### config.mk
export PLATFORM = sky130hd
export DESIGN_NAME = stream_fifo_flat
export DESIGN_NICKNAME = d
export VERILOG_FILES = /design/src/rtl/stream_fifo_if.sv /design/src/rtl/stream_fifo.sv /design/src/flat_wrapper.sv
export SDC_FILE = /design/constraint.sdc
export NUM_CORES = 1
export LEC_CHECK = 0
export CORE_MARGIN = 3
export CORE_UTILIZATION = 25
export CTS_CLUSTER_DIAMETER = 60
export DETAILED_ROUTE_END_ITERATION = 7
export HOLD_SLACK_MARGIN = 0.12
export PLACE_DENSITY_LB_ADDON = 0.15
export SETUP_SLACK_MARGIN = 0.5
export SYNTH_ARGS = -nofsm -noshare
export SYNTH_HDL_FRONTEND = slang
export SYNTH_SLANG_ARGS = --single-unit
### constraint.sdc
create_clock -name clk -period 3.05 [get_ports clk]
set_input_delay 0.4575 -clock clk [delete_from_list [all_inputs] [get_ports clk]]
set_output_delay 0.4575 -clock clk [all_outputs]
set_load 0.1 [all_outputs]
### src/rtl/stream_fifo_if.sv
// stream_fifo_if: push/pop handshake, flush and status bundle shared by a FIFO and its user
interface stream_fifo_if #(
  parameter int WIDTH = 8,
  parameter int DEPTH = 16
);
  localparam int CW = $clog2(DEPTH) + 1;
  logic             flush;
  logic             write_enable;
  logic [WIDTH-1:0] write_data;
  logic             read_enable;
  logic [WIDTH-1:0] read_data;
  logic             read_ready;
  logic             write_ready;
  logic [CW-1:0]    count;
  logic             almost_full;
  logic             overflow;
  logic             underflow;
  modport master (
    output flush, write_enable, write_data, read_enable,
    input  read_data, read_ready, write_ready, count, almost_full, overflow, underflow
  );
  modport slave (
    input  flush, write_enable, write_data, read_enable,
    output read_data, read_ready, write_ready, count, almost_full, overflow, underflow
  );
endinterface

### src/rtl/stream_fifo.sv
// stream_fifo: synchronous FIFO with occupancy count, almost-full, flush and sticky flags; define STREAM_FIFO_FWFT_EN for first-word-fall-through read, otherwise registered read
module stream_fifo #(
  parameter int WIDTH             = 8,
  parameter int DEPTH             = 16,
  parameter int ALMOST_FULL_LEVEL = DEPTH - 2
) (
  input logic         clk,
  input logic         reset_n,
  stream_fifo_if.slave s_fifo
);
  localparam int AW = $clog2(DEPTH);
  localparam int CW = AW + 1;
  logic [WIDTH-1:0] r_mem [DEPTH];
  logic [AW-1:0]    r_wptr;
  logic [AW-1:0]    r_rptr;
  logic [CW-1:0]    r_count;
  logic             r_overflow;
  logic             r_underflow;
  logic [CW-1:0]    w_count_nxt;
  logic             w_rd_ready;
  logic             w_wr_ready;
  logic             w_push;
  logic             w_pop;
  // handshake readiness is decoded from the registered count only
  assign w_rd_ready = r_count != '0;
  assign w_wr_ready = r_count != CW'(DEPTH);
  assign w_push     = s_fifo.write_enable && w_wr_ready;
  assign w_pop      = s_fifo.read_enable && w_rd_ready;
  // occupancy moves only when exactly one side is accepted
  always_comb begin
    w_count_nxt = (w_push && !w_pop) ? r_count + 1'b1 :
                  (w_pop && !w_push) ? r_count - 1'b1 : r_count;
  end
  // pointers, count and sticky flags; flush wins over any same-cycle request
  always_ff @(posedge clk or negedge reset_n) begin
    if (!reset_n) begin
      r_wptr      <= '0;
      r_rptr      <= '0;
      r_count     <= '0;
      r_overflow  <= 1'b0;
      r_underflow <= 1'b0;
    end else if (s_fifo.flush) begin
      r_wptr      <= '0;
      r_rptr      <= '0;
      r_count     <= '0;
      r_overflow  <= 1'b0;
      r_underflow <= 1'b0;
    end else begin
      if (w_push) r_wptr <= r_wptr + 1'b1;
      if (w_pop) r_rptr <= r_rptr + 1'b1;
      r_count <= w_count_nxt;
      if (s_fifo.write_enable && !w_wr_ready) r_overflow <= 1'b1;
      if (s_fifo.read_enable && !w_rd_ready) r_underflow <= 1'b1;
    end
  end
  // storage array is left unreset so it can map onto block RAM
  always_ff @(posedge clk) begin
    if (w_push && !s_fifo.flush) r_mem[r_wptr] <= s_fifo.write_data;
  end
`ifdef STREAM_FIFO_FWFT_EN
  assign s_fifo.read_data = r_mem[r_rptr];
`else
  logic [WIDTH-1:0] r_read_data;
  // registered read: load the head on an accepted pop, hold otherwise
  always_ff @(posedge clk or negedge reset_n) begin
    if (!reset_n) r_read_data <= '0;
    else if (w_pop && !s_fifo.flush) r_read_data <= r_mem[r_rptr];
  end
  assign s_fifo.read_data = r_read_data;
`endif
  assign s_fifo.read_ready  = w_rd_ready;
  assign s_fifo.write_ready = w_wr_ready;
  assign s_fifo.count       = r_count;
  assign s_fifo.almost_full = r_count >= CW'(ALMOST_FULL_LEVEL);
  assign s_fifo.overflow    = r_overflow;
  assign s_fifo.underflow   = r_underflow;
endmodule
### src/flat_wrapper.sv
// flat-port wrapper written by rule: the top's interface ports become plain ports
module stream_fifo_flat 
#(
  parameter int WIDTH             = 8,
  parameter int DEPTH             = 16,
  parameter int ALMOST_FULL_LEVEL = DEPTH - 2
)
  (clk, reset_n, s_fifo_flush, s_fifo_write_enable, s_fifo_write_data, s_fifo_read_enable, s_fifo_read_data, s_fifo_read_ready, s_fifo_write_ready, s_fifo_count, s_fifo_almost_full, s_fifo_overflow, s_fifo_underflow);
  stream_fifo_if #(.WIDTH(WIDTH), .DEPTH(DEPTH)) s_fifo_i ();
  input logic clk;
  input logic reset_n;
  input wire logic [$bits(s_fifo_i.flush)-1:0] s_fifo_flush;
  input wire logic [$bits(s_fifo_i.write_enable)-1:0] s_fifo_write_enable;
  input wire logic [$bits(s_fifo_i.write_data)-1:0] s_fifo_write_data;
  input wire logic [$bits(s_fifo_i.read_enable)-1:0] s_fifo_read_enable;
  output wire logic [$bits(s_fifo_i.read_data)-1:0] s_fifo_read_data;
  output wire logic [$bits(s_fifo_i.read_ready)-1:0] s_fifo_read_ready;
  output wire logic [$bits(s_fifo_i.write_ready)-1:0] s_fifo_write_ready;
  output wire logic [$bits(s_fifo_i.count)-1:0] s_fifo_count;
  output wire logic [$bits(s_fifo_i.almost_full)-1:0] s_fifo_almost_full;
  output wire logic [$bits(s_fifo_i.overflow)-1:0] s_fifo_overflow;
  output wire logic [$bits(s_fifo_i.underflow)-1:0] s_fifo_underflow;
  assign s_fifo_i.flush = s_fifo_flush;
  assign s_fifo_i.write_enable = s_fifo_write_enable;
  assign s_fifo_i.write_data = s_fifo_write_data;
  assign s_fifo_i.read_enable = s_fifo_read_enable;
  assign s_fifo_read_data = s_fifo_i.read_data;
  assign s_fifo_read_ready = s_fifo_i.read_ready;
  assign s_fifo_write_ready = s_fifo_i.write_ready;
  assign s_fifo_count = s_fifo_i.count;
  assign s_fifo_almost_full = s_fifo_i.almost_full;
  assign s_fifo_overflow = s_fifo_i.overflow;
  assign s_fifo_underflow = s_fifo_i.underflow;
  stream_fifo #(.WIDTH(WIDTH), .DEPTH(DEPTH), .ALMOST_FULL_LEVEL(ALMOST_FULL_LEVEL)) u_core (.clk(clk), .reset_n(reset_n), .s_fifo(s_fifo_i));
endmodule
==> impl_metrics.toml <==
[sta]
worst_hold_slack_ps = 503
relSlewSlack_pct = 42.1
maxSlewViolCount = 0
finalSetupTns_ps = 0
rsz0062_at_grt = "false"
worstMarginPinSlew_ps = 866
hold_viol_final = 0
setup_violations = 0
setup_ws_ps = 590
fin_crit_sh_pct = 80.6
skew_ps = 11.1
period_minus_slack_ps = 2460
fmax_mhz = 407

[layout]
fillers = 2334
final_cell_mix = "edfxtp_1, buf_4, mux4_2"
final_nets = 427
final_common_cell = "edfxtp_1"
final_util_pct = 32.2
drive_gt1_share_pct = 33.8
syn2layout_area_growth_pct = 24.8
antennaDiodeCount = 0

[hold_path]
hp-class = "flip-flop to flip-flop"
min_from = "u_core.s_fifo.read_data[6]"
whs_endpoint = "u_core.s_fifo.read_data[6]"
worstHoldPathCells = 2

[drt]
avgViaCountPerCell = 4.36
initialDrtViolationCount = 191
ant_nets = 0
routedWlPerCell_um = 19.1
vias = 3208
drc = 0
drt-total-wl_um = 14100
drt_first_pass_iters = 4

[setup_path]
required_ps = 3390
r2r_slack_ps = 590
rr_worst_depth = 9
reg2reg_to = "u_core.s_fifo.count[4]"
critical_path_class = "flip-flop to flip-flop"
start_kind = "flip-flop"
critPathCaptureType = "flip-flop"
critPathArrivalTime_ps = 2800
r2r_start = "u_core.s_fifo.count[0]"
path_max_fanout = 5

[place]
gp_congestion = 0.704
dp_hpwl_um = 8670
port-buffer-count = 30
detailedPlace.worstSlack_ps = 325

[clocking]
clk_path_buf_depth = 2
clock-sinks = 151
cts_buffers = 17
path_clk_slew_ps = 60
clock_latency_ps = 420
cts_tree = "built"
htreeDepth = 4
cts-root-buf = "clkbuf_16"

[global_routing]
top_usage_layer = "met2"
gr-usage-met3_pct = 2.52
grt_pass1_vias = 3272
grt_usage_pct = 11.2
gr-total-overflow = 0
grt_use_met1_pct = 15.0
grt_pass1_wl_um = 21100
grt_max_degree = 33
use_met2_pct = 17.8
antenna_found_initial = 0

[power_and_ir_drop]
powerDensity_nw_per_um2 = 827
power.total_mw = 6.34
vdd_ir_drop_max_mv = 0.410
leakage_nw = 2.54

[synthesis]
syn_area_um2 = 6140
ys_types = 37
ys_warn_count = 0
synth_nets = 359
syn_avg_cell_area_um2 = 18.3
synth_seq_cells = 151
postSynthCellCount = 336
yosysSeqAreaShare_pct = 72.0

[floorplan]
start_util_pct = 25.8
num_rows = 56
die_w_um = 163
dieArea_um2 = 26500
die_h_um = 163
ioPinCount = 31
core_um2 = 23800

[status]
status = "finished, final reports clean"

[run]
drv_cap = 0
## stage by stage
stage,std cells,instance area (um^2)
2_1_floorplan,336,6210
3_3_place_gp,692,7010
3_5_place_dp,692,7010
4_1_cts,733,7640
5_1_grt,736,7660
6_report,736,7660
## sequential cells by signal, summed over array words and instances (netlist names)
register and cells:
u_core.s_fifo.overflow 1, u_core.r_rptr 4, u_core.s_fifo.read_data 8, u_core.s_fifo.underflow 1, u_core.s_fifo.count 5, u_core.r_wptr 4
u_core.r_mem 128
## power breakdown
part	leakage [nW]	internal [mW]	switching, mW
Clock	0.260	1.06	0.871
Sequential	1.45	2.37	0.119
Combinational	0.836	0.629	1.29
Total	2.54	4.05	2.28
## synth_stat cells
cell type    n  share of area (%)
o21ai_0      1              0.081
clkbuf_2     1              0.081
or2_2        1               0.10
a31oi_1      3               0.31
mux4_2      32                 12
inv_1        3               0.18
ha_1         9                1.8
o31ai_1      2               0.24
nor4bb_1     1               0.16
nor4b_1      1               0.14
edfxtp_1   128                 63
dfrtp_1     23                9.4
nand3_1      6               0.49
buf_2        5               0.41
o221ai_1     8                1.1
nor2_1      17                1.0
or3_1        2               0.20
fa_1         1               0.33
a21o_1       3               0.37
mux2i_1     17                2.8
o21ai_2      1               0.14
nor3_1       5               0.41
o21ai_1      1              0.081
nand3b_1     1               0.12
or4_4        1               0.18
nor4_1       3               0.31
a21boi_1     1               0.12
nand4_1      2               0.20
xnor2_1      4               0.57
a21boi_2     1               0.18
nor4_4       1               0.35
a21oi_1      5               0.41
nand2b_1     5               0.51
nand2_1     26                1.6
xor2_1       4               0.57
clkbuf_1     9               0.55
buf_1        2               0.12
## layer usage
metal	share of wire, %	wire length [um]
met1	46	6450
met2	50	7030
met3	2.8	396
met4	1.4	190
met5	0	0
## worst max path at each step
stage                      startpoint  slack (ps)                endpoint
2_1_floorplan  u_core.s_fifo.count[1]         360  u_core.s_fifo.count[4]
3_3_place_gp      s_fifo_write_enable         330  u_core.s_fifo.count[4]
3_5_place_dp      s_fifo_write_enable         320  u_core.s_fifo.count[4]
4_1_cts        u_core.s_fifo.count[0]         490  u_core.s_fifo.count[4]
5_1_grt        u_core.s_fifo.count[0]         490  u_core.s_fifo.count[4]
6_report       u_core.s_fifo.count[0]         590  u_core.s_fifo.count[4]
## worst max-delay path, stage by stage, from the launching register on
cell and delay [ps]:
dfrtp_4 490, or4_4 540, o21ai_4 170, nand2_4 100, buf_6 140, ha_4 270, a21oi_2 50, or3_1 320
a21o_1 180, a21oi_1 110
## what timing repair did
item	CTS	global route
pin swaps	7	5
setup buffers	9	3
cloned	0	0
endpoints found under the setup margin	1	1
resized for setup	2	1
hold buffers	0	0
## cells by family (layout without fill, tap and decap cells)
logic type | Yosys count | after routing | synth area share [%]
xor gates and xnor gates | 8 | 8 | 1.14
muxes | 49 | 49 | 14.5
buffers and inverters | 20 | 101 | 1.34
DFF | 151 | 151 | 72.0
and+or+nand+nor | 72 | 72 | 5.81
AOI/OAI and AO/OA | 26 | 26 | 3.08
adders and majority gates | 10 | 10 | 2.16
## cell type report
type / instances / area [um^2] / area share [%]
repair buffers: 66 / 542 / 7.07
flip-flops and latches: 151 / 4430 / 57.8
multi-input cells: 165 / 1740 / 22.6
clock buffers: 17 / 425 / 5.55
well taps: 319 / 399 / 5.21
clock inverters: 15 / 119 / 1.55
inverters: 3 / 11.3 / 0.147
(Power assumes the default switching activity.)
==> variant 1: new RTL, same settings <==
`DEPTH` is set to 16 in 3 places; all go to 32.
--- a/src/rtl/stream_fifo_if.sv
+++ b/src/rtl/stream_fifo_if.sv
@@ -1,7 +1,7 @@
 // stream_fifo_if: push/pop handshake, flush and status bundle shared by a FIFO and its user
 interface stream_fifo_if #(
   parameter int WIDTH = 8,
-  parameter int DEPTH = 16
+  parameter int DEPTH = 32
 );
   localparam int CW = $clog2(DEPTH) + 1;
   logic             flush;
--- a/src/rtl/stream_fifo.sv
+++ b/src/rtl/stream_fifo.sv
@@ -1,7 +1,7 @@
 // stream_fifo: synchronous FIFO with occupancy count, almost-full, flush and sticky flags; define STREAM_FIFO_FWFT_EN for first-word-fall-through read, otherwise registered read
 module stream_fifo #(
   parameter int WIDTH             = 8,
-  parameter int DEPTH             = 16,
+  parameter int DEPTH             = 32,
   parameter int ALMOST_FULL_LEVEL = DEPTH - 2
 ) (
   input logic         clk,
--- a/src/flat_wrapper.sv
+++ b/src/flat_wrapper.sv
@@ -2,7 +2,7 @@
 module stream_fifo_flat 
 #(
   parameter int WIDTH             = 8,
-  parameter int DEPTH             = 16,
+  parameter int DEPTH             = 32,
   parameter int ALMOST_FULL_LEVEL = DEPTH - 2
 )
   (clk, reset_n, s_fifo_flush, s_fifo_write_enable, s_fifo_write_data, s_fifo_read_enable, s_fifo_read_data, s_fifo_read_ready, s_fifo_write_ready, s_fifo_count, s_fifo_almost_full, s_fifo_overflow, s_fifo_underflow);
Ports: changed (resized s_fifo_count); port bits go from 31 to 32. No check against the original RTL was run, so the function may have changed too.
==> variant 1 against the original RTL <==
Area after synthesis is 84% higher; wire length up 96%; total power rose by 70%; sequential cell count increased by 131; final area increased by 80%; worst setup slack got worse by 0.29 ns; clock skew down 0.0045 ns; utilization is 1.1 points lower; sequential share of layout area up 2.7 points; count of clock-buffer cells in the layout is 19 higher; sequential power rose by 80%; largest cell class unchanged.
==> variant 1: results (changes against the original RTL) <==
Synth Area in XOR/XNOR = 0.311% (-0.83 points)
Synth Area in Compound Gates = 4.69% (+1.6 points)
Rel. slew slack = 35.3% (-6.7 points)
Setup WS pre-CTS = 0.239 ns (-0.0859 ns)
clk_lat worst skew = 0.55 ns (+0.13 ns)
register area share after synthesis = 74.0% (+2.0 points)
first-pass GRT wire length = 41.4 mm (+96%)
layout net count = 677 (+59%)
Syn Nets = 603 (+68%)
max FFs per register = 256 (+100%)
Fill cells = 4,251 (+82%)
total leakage power = 0.00429 uW (+69%)
CTS Buf Count = 30 (+13)
R2R cell count = 11 (+2)
final WL = 27.6 mm (+96%)
Final Skew = 0.00657 ns (-0.00452 ns)
fraction of layout cells with a size suffix above 1 = 37.0% (+3.2 points)
I/O Buffers = 31 (+3.3%)
Post-CTS Repair Setup Buffers = 12 (+3)
Post-Syn Instances = 580 (+73%)
worst r2r src = u_core.s_fifo.count[3]$_DFFE_PN0P_
initial drt markers = 323 (+69%)
number of library cell types mapped by synthesis = 49 (+32%)
detailed-route via count = 5,740 (+79%)
CTS Buffer Depth = 3 (+1)
gr usage total = 11.7% (+0.55 points)
number of global-route vias before repair = 6,142 (+88%)
reg2reg end = u_core.s_fifo.count[3]$_DFFE_PN0P_
Worst Hold Class = input pin to async pin
Synth Area in Adders = 1.18% (-0.98 points)
gpl congestion = 0.729 (+3.6%)
post-CTS sizing = 16 (+14)
final hold slack = 0.448 ns (-0.0541 ns)
mux share of post-synthesis cell area = 14.2% (-0.34 points)
largest net degree at the start of global routing = 53 (+61%)
Synth top cells by count = edfxtp_1, mux4_2, nor2_1, o22ai_1, dfrtp_1
DP Cell Count = 1,201 (+74%)
CTS Root Buffer Type = clkbuf_16
ys async rst share = 9.22% (-6.0 points)
Crit Path Max Fanout = 4 (-1)
status = completed
Crit path arrival time = 3.18 ns (+0.38 ns)
Post-synth EDFFs = 256 (+100%)
synth top area cells = edfxtp_1, mux4_2, dfrtp_1, o22ai_1, nor2_1
H-tree depth = 1 (-3)
post-DP HPWL = 17.7 mm (+100%)
-- variant 1: cell count changes after synthesis, sizes merged, moves of 12 or more --
cell and delta:
nand2 -17, mux2i -15, mux2 +12, nor2 +29
mux4 +32, edfxtp +128, o22ai +32
-- variant 1: per-stage QoR --
stage,util (%),total power (uW),setup TNS (ns),instance area (sq um)
after floorplan,-,6440,-0.0365,11400
after global placement,28.1,7130,0,12500
after detailed placement,28.1,7160,0,12500
after CTS,30.6,10900,0,13600
after global routing,31.1,11200,0,13800
final,31.1,10800,0,13800
-- variant 1: report_power, final --
group | internal (uW) | leakage (uW) | switching (uW) | total [uW]
clock network | 2090 | 0.000470 | 1430 | 3520
registers | 4350 | 0.00263 | 122 | 4470
logic | 1060 | 0.00119 | 1710 | 2770
total | 7500 | 0.00429 | 3260 | 10800
-- variant 1: worst register-to-register path: stages, from the launching register on --
cell and delay, ns:
dfrtp_4 0.47, or4_4 0.55, buf_6 0.14, buf_12 0.12, o31ai_4 0.23, a21oi_4 0.07
inv_4 0.11, ha_4 0.21, a21o_1 0.18, a211oi_2 0.22, nor2_1 0.08, mux2_2 0.26
-- variant 1: layer usage --
| metal | track usage, % | part of all wire (%) | vias to the layer above |
|---|---|---|---|
| li1 | - | - | 2545 |
| met1 | 15.7 | 44 | 3066 |
| met2 | 20.0 | 50 | 96 |
| met3 | 1.64 | 3.2 | 33 |
| met4 | 3.04 | 2.2 | 0 |
| met5 | 0 | 0 | - |
-- variant 1: layout make-up --
cell class	instances	area [sq um]	share of cell area, %
sequential	282	8360	60.5
timing repair buffer	74	692	5.01
clock inverter	17	156	1.13
clock buffer	36	795	5.75
multi-input combinational	256	3040	22.0
tap	592	741	5.36
inverter	10	40.0	0.290
==> variant 2: new RTL, same flow settings <==
Made on the original files. Reset style: synchronous (`reset_n`), changed in 2 clocked blocks.
--- a/src/rtl/stream_fifo.sv
+++ b/src/rtl/stream_fifo.sv
@@ -32,7 +32,7 @@
                   (w_pop && !w_push) ? r_count - 1'b1 : r_count;
   end
   // pointers, count and sticky flags; flush wins over any same-cycle request
-  always_ff @(posedge clk or negedge reset_n) begin
+  always_ff @(posedge clk) begin
     if (!reset_n) begin
       r_wptr      <= '0;
       r_rptr      <= '0;
@@ -62,7 +62,7 @@
 `else
   logic [WIDTH-1:0] r_read_data;
   // registered read: load the head on an accepted pop, hold otherwise
-  always_ff @(posedge clk or negedge reset_n) begin
+  always_ff @(posedge clk) begin
     if (!reset_n) r_read_data <= '0;
     else if (w_pop && !s_fifo.flush) r_read_data <= r_mem[r_rptr];
   end
Behaviour: differs if reset_n is asserted again (counterexample within 4 cycles, from zero or initial values and one cycle with reset_n low); with reset_n held inactive, the same outputs for 4 cycles.
==> variant 2 against the original RTL <==
Final area shrank 1.7%; final cell count fell by 1.5%; total power shrank 13%; area after synthesis decreased by 0.69%; utilization fell by 0.45 points; first-iteration DRC count is 5.2% higher; sequential share of layout area down 0.51 points; worst setup slack lost 0.057 ns; critical path depth unchanged; wire length is 2.5% lower; non-clock buffer count fell by 9; sequential cell count unchanged; fmax fell by 2.3%; critical endpoint is now u_core.s_fifo.count[4]$_SDFFE_PP0P_; largest cell class unchanged; highest routed layer unchanged.
==> variant 2: results (changes against the original RTL) <==
detailed-route via count = 3,167 (-1.3%)
layout net count = 416 (-2.6%)
Crit path arrival time = 2.86 ns (+0.06 ns)
multi-input gate count = 160 (-3.0%)
initial drt markers = 201 (+5.2%)
Fill cells = 2,318 (-0.69%)
bufs w/o clock = 57 (-14%)
worst r2r src = u_core.s_fifo.count[2]$_SDFFE_PP0P_
ClkCell Share = 8.17% (+1.1 points)
Post-CTS Repair Setup Buffers = 1 (-8)
number of global-route vias before repair = 3,280 (+0.24%)
routed length per instance = 18.9 um (-1.0%)
FF+latch area = 0.00432 sq mm (-2.5%)
number of library cell types mapped by synthesis = 35 (-5.4%)
Synth top cells by count = edfxtp_1, nor2_1, dfxtp_1, mux4_2
final WL = 13.7 mm (-2.5%)
Crit Path Max Fanout = 5 (unchanged)
Syn Nets = 355 (-1.1%)
Mean Syn Cell Area = 18.4 sq um (+0.50%)
fraction of layout cells with a size suffix above 1 = 28.8% (-5.0 points)
Layout area overhead = 23.6%
Antenna Diode Count = 0 (unchanged)
ys async rst share = 0% (-15 points)
status = completed
sw frac = 28.7% (-7.3 points)
post-CTS sizing = 0 (-2)
gpl congestion = 0.753 (+7.0%)
first-pass GRT wire length = 20.8 mm (-1.5%)
Hold Path Origin = u_core.s_fifo.overflow$_SDFFE_PP0P_
DP Area = 0.00686 sq mm (-2.1%)
Signal inverters = 6 (+3)
worst-margin pin slew = 0.725 ns (-0.141 ns)
Tap Cells = 319 (unchanged)
synth top area cells = edfxtp_1, dfxtp_1, mux4_2, mux4_1, nor2_1
Layout non-clock buf frac = 6.08% (-0.99 points)
clk_lat worst skew = 0.42 ns (about the same)
multi-input combinational area share = 22.8% (+0.15 points)
Final Skew = 0.0113 ns (+0.000249 ns)
max incr delay on CP = 0.58 ns (+0.04 ns)
DP Cell Count = 689 (-0.43%)
register area share after synthesis = 70.6% (-1.4 points)
gr usage total = 11.1% (-0.085 points)
Max VDD drop = 0.000369 V (-9.9%)
largest net degree at the start of global routing = 35 (+6.1%)
post-DP HPWL = 8.48 mm (-2.2%)
total leakage power = 0.00248 uW (-2.3%)
variant 2: cell count changes after synthesis, moves of 8 or more:
cell	change
mux4_1	+13
nor2_1	+18
a221o_1	+8
dfrtp_1	-23
nand2_1	-14
dfxtp_1	+23
mux4_2	-13
o221ai_1	-8
variant 2: power groups by stage:
stage | Clock [uW] | Sequential (uW) | Combinational (uW)
final | 2180 | 2340 | 986
after global routing | 2350 | 2350 | 1060
after CTS | 2240 | 2340 | 947
after detailed placement | 0 | 2390 | 938
after global placement | 0 | 2390 | 938
after floorplan | 0 | 2590 | 496
variant 2: worst paths after layout:
path,endpoint,slack [ns]
min reg2reg,u_core.s_fifo.overflow$_SDFFE_PP0P_,0.47
min,u_core.s_fifo.overflow$_SDFFE_PP0P_,0.47
max,u_core.s_fifo.count[4]$_SDFFE_PP0P_,0.53
max reg2reg,u_core.s_fifo.count[4]$_SDFFE_PP0P_,0.53
variant 2: logic make-up (layout without fill, tap and decap cells):
logic type,after synthesis,in the layout,synth area share (%)
flops,151,151,70.6
simple gates,64,64,4.60
mux,52,52,16.0
compound gates,26,26,3.59
buf+inv,21,95,1.87
fa+ha+maj,10,10,2.17
xor+xnor,8,8,1.15
variant 2: per-layer routing:
metal,track usage (%),wire length [um],vias up
met5,0,0,-
met4,3.02,157,0
met3,3.14,670,15
met2,18.0,6630,62
met1,14.6,6260,1636
li1,-,-,1454
variant 2: per-stage QoR:
step | hold slack [ns] | setup slack, ns
final | 0.468 | 0.533
after global routing | 0.512 | 0.419
after CTS | 0.474 | 0.504
after global placement | 0.450 | 0.374
after detailed placement | 0.458 | 0.355
after floorplan | 0.533 | 0.356
variant 2: tightest hold or removal path: stages (launching register included):
cell	delay, ns
dfxtp_1	0.33
a31oi_1	0.04
nor2_1	0.07
